--- src/rtl/axis_ramp_gen.sv ---
// AXI-stream video frame source: one frame of a per-row horizontal byte ramp per start pulse,
// with SOF/SOL/EOL/EOF sync codes in tuser and tlast on the final beat of each row.
module axis_ramp_gen #(
    parameter int DATA_WIDTH    = 64,
    parameter int MAX_GAP_WIDTH = 8
) (
    input  logic                     aclk,
    input  logic                     aclk_reset_n,
    input  logic                     aclk_start,
    input  logic [1:0]               aclk_pixel_width,
    input  logic [12:0]              aclk_x_size,
    input  logic [11:0]              aclk_y_size,
    input  logic [MAX_GAP_WIDTH-1:0] aclk_line_gap,
    output logic                     aclk_busy,
    output logic                     aclk_cfg_err,
    output logic                     aclk_frame_done,
    input  logic                     aclk_tready,
    output logic                     aclk_tvalid,
    output logic [DATA_WIDTH-1:0]    aclk_tdata,
    output logic [3:0]               aclk_tuser,
    output logic                     aclk_tlast
);

    localparam int BYTES = DATA_WIDTH / 8;

    typedef enum logic [1:0] {
        ST_IDLE   = 2'd0,
        ST_ACTIVE = 2'd1,
        ST_GAP    = 2'd2
    } state_t;

    // Byte i of a beat carries the low byte of the pixel covering that byte offset; padding is zero.
    function automatic logic [DATA_WIDTH-1:0] beat_data(input logic [12:0] beat,
                                                        input logic [1:0]  pw_code,
                                                        input logic [15:0] total_bytes);
        logic [DATA_WIDTH-1:0] d;
        logic [15:0]           off;
        d = {DATA_WIDTH{1'b0}};
        for (int i = 0; i < BYTES; i++) begin
            off = {beat, 3'b000} + 16'(i);
            if (off < total_bytes) begin
                d[i*8 +: 8] = 8'(off >> pw_code);
            end else begin
                d[i*8 +: 8] = 8'd0;
            end
        end
        return d;
    endfunction

    state_t                   state_r, state_s;
    logic [12:0]              beat_r, beat_s;
    logic [11:0]              row_r, row_s;
    logic [MAX_GAP_WIDTH-1:0] gap_r, gap_s;

    logic [1:0]               pw_code_r;
    logic [15:0]              total_r;
    logic [12:0]              beats_r;
    logic [11:0]              y_size_r;
    logic [MAX_GAP_WIDTH-1:0] gap_cfg_r;

    logic [15:0]              start_total_s;
    logic [15:0]              start_sum_s;
    logic [12:0]              start_beats_s;
    logic                     cfg_ok_s;

    logic                     accept_s;
    logic                     last_beat_s;
    logic                     last_row_s;
    logic                     load_s;
    logic                     drop_s;
    logic                     done_s;
    logic                     take_start_s;
    logic                     reject_s;

    logic [1:0]               eff_pw_s;
    logic [15:0]              eff_total_s;
    logic [12:0]              eff_beats_s;
    logic [11:0]              eff_y_s;

    logic                     tvalid_s, busy_s, cfg_err_s;
    logic [DATA_WIDTH-1:0]    tdata_s;
    logic [3:0]               tuser_s;
    logic                     tlast_s;

    // Derive beat count of the requested frame and decide whether it is legal.
    always_comb begin
        start_total_s = {3'b000, aclk_x_size} << aclk_pixel_width;
        start_sum_s   = start_total_s + 16'd7;
        start_beats_s = 13'(start_sum_s >> 3);
        cfg_ok_s      = (start_beats_s >= 13'd2) && (aclk_x_size != 13'd0) && (aclk_y_size != 12'd0);
    end

    assign accept_s    = aclk_tvalid & aclk_tready;
    assign last_beat_s = (beat_r == (beats_r - 13'd1));
    assign last_row_s  = (row_r == (y_size_r - 12'd1));

    // State, beat/row/gap counters and frame configuration latched at accepted start.
    always_ff @(posedge aclk or negedge aclk_reset_n) begin
        if (!aclk_reset_n) begin
            state_r   <= ST_IDLE;
            beat_r    <= 13'd0;
            row_r     <= 12'd0;
            gap_r     <= {MAX_GAP_WIDTH{1'b0}};
            pw_code_r <= 2'd0;
            total_r   <= 16'd0;
            beats_r   <= 13'd0;
            y_size_r  <= 12'd0;
            gap_cfg_r <= {MAX_GAP_WIDTH{1'b0}};
        end else begin
            state_r <= state_s;
            beat_r  <= beat_s;
            row_r   <= row_s;
            gap_r   <= gap_s;
            if (take_start_s) begin
                pw_code_r <= aclk_pixel_width;
                total_r   <= start_total_s;
                beats_r   <= start_beats_s;
                y_size_r  <= aclk_y_size;
                gap_cfg_r <= aclk_line_gap;
            end else begin
                pw_code_r <= pw_code_r;
                total_r   <= total_r;
                beats_r   <= beats_r;
                y_size_r  <= y_size_r;
                gap_cfg_r <= gap_cfg_r;
            end
        end
    end

    // Next-state logic; load_s means a new beat is presented in the following cycle.
    always_comb begin
        state_s      = state_r;
        beat_s       = beat_r;
        row_s        = row_r;
        gap_s        = gap_r;
        load_s       = 1'b0;
        drop_s       = 1'b0;
        done_s       = 1'b0;
        take_start_s = 1'b0;
        reject_s     = 1'b0;
        case (state_r)
            ST_IDLE: begin
                if (aclk_start) begin
                    if (cfg_ok_s) begin
                        state_s      = ST_ACTIVE;
                        beat_s       = 13'd0;
                        row_s        = 12'd0;
                        load_s       = 1'b1;
                        take_start_s = 1'b1;
                    end else begin
                        reject_s = 1'b1;
                    end
                end else begin
                    state_s = ST_IDLE;
                end
            end
            ST_ACTIVE: begin
                if (accept_s) begin
                    if (!last_beat_s) begin
                        beat_s = beat_r + 13'd1;
                        load_s = 1'b1;
                    end else if (last_row_s) begin
                        state_s = ST_IDLE;
                        drop_s  = 1'b1;
                        done_s  = 1'b1;
                    end else if (gap_cfg_r != {MAX_GAP_WIDTH{1'b0}}) begin
                        state_s = ST_GAP;
                        gap_s   = gap_cfg_r - {{(MAX_GAP_WIDTH-1){1'b0}}, 1'b1};
                        drop_s  = 1'b1;
                    end else begin
                        beat_s = 13'd0;
                        row_s  = row_r + 12'd1;
                        load_s = 1'b1;
                    end
                end else begin
                    state_s = ST_ACTIVE;
                end
            end
            ST_GAP: begin
                if (gap_r == {MAX_GAP_WIDTH{1'b0}}) begin
                    state_s = ST_ACTIVE;
                    beat_s  = 13'd0;
                    row_s   = row_r + 12'd1;
                    load_s  = 1'b1;
                end else begin
                    gap_s = gap_r - {{(MAX_GAP_WIDTH-1){1'b0}}, 1'b1};
                end
            end
            default: begin
                state_s = ST_IDLE;
            end
        endcase
    end

    // Next output values; the first beat of a frame is built from the incoming configuration.
    always_comb begin
        if (state_r == ST_IDLE) begin
            eff_pw_s    = aclk_pixel_width;
            eff_total_s = start_total_s;
            eff_beats_s = start_beats_s;
            eff_y_s     = aclk_y_size;
        end else begin
            eff_pw_s    = pw_code_r;
            eff_total_s = total_r;
            eff_beats_s = beats_r;
            eff_y_s     = y_size_r;
        end
        tdata_s = aclk_tdata;
        tuser_s = aclk_tuser;
        tlast_s = aclk_tlast;
        if (load_s) begin
            tdata_s = beat_data(beat_s, eff_pw_s, eff_total_s);
            tlast_s = (beat_s == (eff_beats_s - 13'd1));
            if (beat_s == 13'd0) begin
                tuser_s = (row_s == 12'd0) ? 4'b0001 : 4'b0100;
            end else if (tlast_s) begin
                tuser_s = (row_s == (eff_y_s - 12'd1)) ? 4'b0010 : 4'b1000;
            end else begin
                tuser_s = 4'b0000;
            end
        end else begin
            tdata_s = aclk_tdata;
        end
        if (load_s) begin
            tvalid_s = 1'b1;
        end else if (drop_s) begin
            tvalid_s = 1'b0;
        end else begin
            tvalid_s = aclk_tvalid;
        end
        if (take_start_s) begin
            busy_s = 1'b1;
        end else if (done_s) begin
            busy_s = 1'b0;
        end else begin
            busy_s = aclk_busy;
        end
        if (take_start_s) begin
            cfg_err_s = 1'b0;
        end else if (reject_s) begin
            cfg_err_s = 1'b1;
        end else begin
            cfg_err_s = aclk_cfg_err;
        end
    end

    // Output registers.
    always_ff @(posedge aclk or negedge aclk_reset_n) begin
        if (!aclk_reset_n) begin
            aclk_tvalid     <= 1'b0;
            aclk_tdata      <= {DATA_WIDTH{1'b0}};
            aclk_tuser      <= 4'b0000;
            aclk_tlast      <= 1'b0;
            aclk_busy       <= 1'b0;
            aclk_cfg_err    <= 1'b0;
            aclk_frame_done <= 1'b0;
        end else begin
            aclk_tvalid     <= tvalid_s;
            aclk_tdata      <= tdata_s;
            aclk_tuser      <= tuser_s;
            aclk_tlast      <= tlast_s;
            aclk_busy       <= busy_s;
            aclk_cfg_err    <= cfg_err_s;
            aclk_frame_done <= done_s;
        end
    end

endmodule

--- config.mk ---
export PLATFORM = sky130hd
export DESIGN_NAME = axis_ramp_gen
export DESIGN_NICKNAME = d
export VERILOG_FILES = /design/src/rtl/axis_ramp_gen.sv
export SDC_FILE = /design/constraint.sdc
export NUM_CORES = 1
export LEC_CHECK = 0
export ABC_AREA = 1
export CAP_MARGIN = 20
export CORE_ASPECT_RATIO = 1.25
export CORE_MARGIN = 4
export CORE_UTILIZATION = 64
export CTS_CLUSTER_SIZE = 8
export DETAILED_ROUTE_END_ITERATION = 16
export PLACE_DENSITY = 0.85
export REMOVE_ABC_BUFFERS = 1
export SLEW_MARGIN = 20
export SYNTH_ARGS = -nofsm -noshare
export SYNTH_HDL_FRONTEND = slang
export SYNTH_SLANG_ARGS = --single-unit
--- constraint.sdc ---
create_clock -name aclk -period 8.9 [get_ports aclk]
set_input_delay 1.78 -clock aclk [delete_from_list [all_inputs] [get_ports aclk]]
set_output_delay 1.78 -clock aclk [all_outputs]
set_load 0.01 [all_outputs]
==> metrics.cfg <==
[clocking]
cts_hold_buf = 0
htreeDepth = 4
tritoncts = yes
insertion_delay_ns = 0.45
cts_resized = 0
cts_buffers = 17
cts_sinks = 159
clock_path_buffers = 2
post_cts.repair.setup_buffers = 0
clk_pin_slew_worst_paths_ns = 0.08
cts-root-buf = clkbuf_16

[sta]
rsz0062_at_grt = false
drv_slew = 0
timing.final.crit_period_ns = 6.840
setup_viol = 0
fin_setup_tns_ns = 0
skew_ns = 0.01910
finalWorstSetupSlack_ns = 2.060
fin_crit_sh_pct = 76.85
final_hold_viol_count = 0
fmax_mhz = 146.2
tightest_slew_ns = 0.9886
relSlewSlack_pct = 33.23

[power]
total_power_w = 0.004447
ir_worst_vdd_mv = 0.1808
power.density_nw_per_um2 = 308.3
p_leak_nw = 7.490

[placement]
placed_area_um2 = 13800
port_buffers = 111
place_worst_setup_slack_ns = 1.844
gp_congestion = 0.9929
hpwl_um = 28310

[critical_path]
worstPathArrival_ns = 7.22
r2r_setup_slack_ns = 3.97
worstReg2RegStart = y_size_r[0]
cp.required_ns = 9.28
reg2reg_to = aclk_tdata[59]
worstRegToRegCells = 18
crit_path_end_kind = register
crit_path_max_fanout = 73
startpoint_type = input port
critPathLaunch = aclk_pixel_width[0]
worstSetupPathType = in2reg

[global_route]
grt-ovfl-total = 0
grt_pass1_wl_um = 62310
grt_pass1_vias = 12740
grtUsageTotal_pct = 34.96
grt_start_max_net_pins = 97
antenna_found_initial = 0

[yosys]
synth_top_area_share_pct = 31.42
seq_area_frac_synth_pct = 31.42
async_flop_share_pct = 100.0
synth.avg_cell_area_um2 = 6.389
netlist_area_um2 = 12660
ys_types = 54
netlist_top_cells_area = dfrtp_1 31%, nand2_1 21%, inv_1 6.0%, nand3_1 6.0%, o21ai_0 5.5%
synthCells = 1982
synth_most_common_cell = nand2_1
ys_warn_count = 0
synth-main-ff-cell = dfrtp_1
synth-seq-cells = 159
netlist_top_cells_count = 721 x nand2_1, 203 x inv_1, 159 x dfrtp_1
synth_edf_count = 0
synth_top_area_cell = dfrtp_1

[route]
ant_nets = 0
drtIter0Drc = 1504
vias = 13570
viasPerCell = 5.838
postRouteWirelength_um = 38630
drc = 0
dr.pass1.iters = 10
wl_per_cell_um = 16.61

[worst_hold_path]
worstHoldPathCells = 2
worst_hold_path_type = reg2reg
hold_end = total_r[13]
worstHoldStart = total_r[13]

[floorplanning]
die_w_um = 133.8
die_y_um = 165.3
rows = 57
io-pin-count = 112
die_area_um2 = 22120
core_area_um2 = 19470
start_util_pct = 65.04

[cells_and_area]
fin_nets = 2105
drive_gt1_share_pct = 6.893
fillCellCount = 1648
fin_area_um2 = 14430
area_growth_pct = 13.92
antennaDiodeCount = 0

[flow_run]
cap_violations = 0

[outcome]
status = completed

-- worst max-delay path by stage --
stage	endpoint	depth (start not counted)	slack, ns
2_1_floorplan	aclk_tdata[0]	13	2.40
3_3_place_gp	aclk_tdata[13]	23	2.03
3_5_place_dp	aclk_tdata[37]	23	1.84
4_1_cts	aclk_tdata[63]	23	2.26
5_1_grt	aclk_tdata[38]	24	1.55
6_report	aclk_tdata[59]	24	2.06
-- metal layers --
layer / share of wire [%] / routed length (um) / track usage (%)
met1: 40 / 15380 / 43.14
met2: 49 / 19020 / 60.23
met4: 5.0 / 1917 / 17.87
met3: 6.0 / 2313 / 4.636
met5: 0 / 0 / 0
-- state kept, by name, indices dropped and copies added, names as in the netlist --
signal / cells
aclk_busy: 1
aclk_cfg_err: 1
aclk_frame_done: 1
aclk_tdata: 64
aclk_tlast: 1
aclk_tuser: 4
aclk_tvalid: 1
beat_r: 13
beats_r: 13
gap_cfg_r: 8
gap_r: 8
pw_code_r: 2
row_r: 12
state_r: 2
total_r: 16
y_size_r: 12
-- per-stage QoR --
| step | utilization, % | hold slack (ns) | cells |
|---|---|---|---|
| after floorplan | - | 0.4479 | 1910 |
| after global placement | 70.88 | 0.4626 | 2293 |
| after detailed placement | 70.88 | 0.4667 | 2293 |
| after CTS | 74.09 | 0.4854 | 2325 |
| after global routing | 74.10 | 0.5119 | 2325 |
| final | 74.10 | 0.4862 | 2325 |
-- kinds of logic after synthesis --
kind of cell	count (synthesis)	share of synthesized area, %
multiplexers	1	0.07905
flip-flops	159	31.42
adder cells (fa/ha/maj)	19	1.877
buffers and inverters	290	9.475
AO/OA/AOI/OAI	216	9.703
XOR/XNOR	45	3.112
AND/OR/NAND/NOR	1252	44.33
-- worst max-delay path: stages --
cell             delay [ns]
clkdlybuf4s50_1        0.95
inv_2                  0.33
nand2_1                0.18
nand2_1                0.06
nand2_1                0.05
nand2_1                0.15
nor2_2                 0.14
nand2_1                0.09
nor2_4                 0.12
nand2_2                0.07
nand2_2                0.06
nand2_2                0.07
nand2_2                0.07
nor2_2                 0.05
nand2_4                0.12
nand3_2                0.11
buf_4                  0.31
nand2_2                0.23
clkinv_2               0.75
nor2_1                 0.60
inv_2                  0.15
o22ai_2                0.44
nand4_1                0.17
nand2_1                0.09
-- cell usage in the layout (no fill, tap or decap), types with 13 or more instances in the layout --
cell type        netlist  routed
inv_1                203     203
o211ai_1              13      13
nand3_1              151     150
a21oi_1               28      28
ha_1                  19      19
dfrtp_1              159     159
nor2_1               157     156
nand2_1              721     721
nor3_1                18      18
nand2_4               17      17
xor2_1                29      29
nor2_2                16      16
clkbuf_16              0      17
o21ai_0              139     139
xnor2_1               16      16
nand4_1              108     108
clkdlybuf4s50_1        0     110
nand3b_1              13      13
nand2_2               24      24
-- layout make-up --
class	count	area (um2)	area share, %
Sequential cell	159	3979	27.58
Timing Repair Buffer	118	1165	8.075
Multi-Input combinational cell	1533	7505	52.02
Clock buffer	17	425.4	2.949
Tap cell	265	331.6	2.298
Clock inverter	15	198.9	1.379
Inverter	218	822.0	5.698
-- report_power, final --
part | internal [W] | switching, W
logic | 0.000893 | 0.00155
registers | 0.000975 | 0.000249
clock network | 0.000391 | 0.000390
total | 0.00226 | 0.00219
No activity file was read; power rests on OpenSTA's default activity.
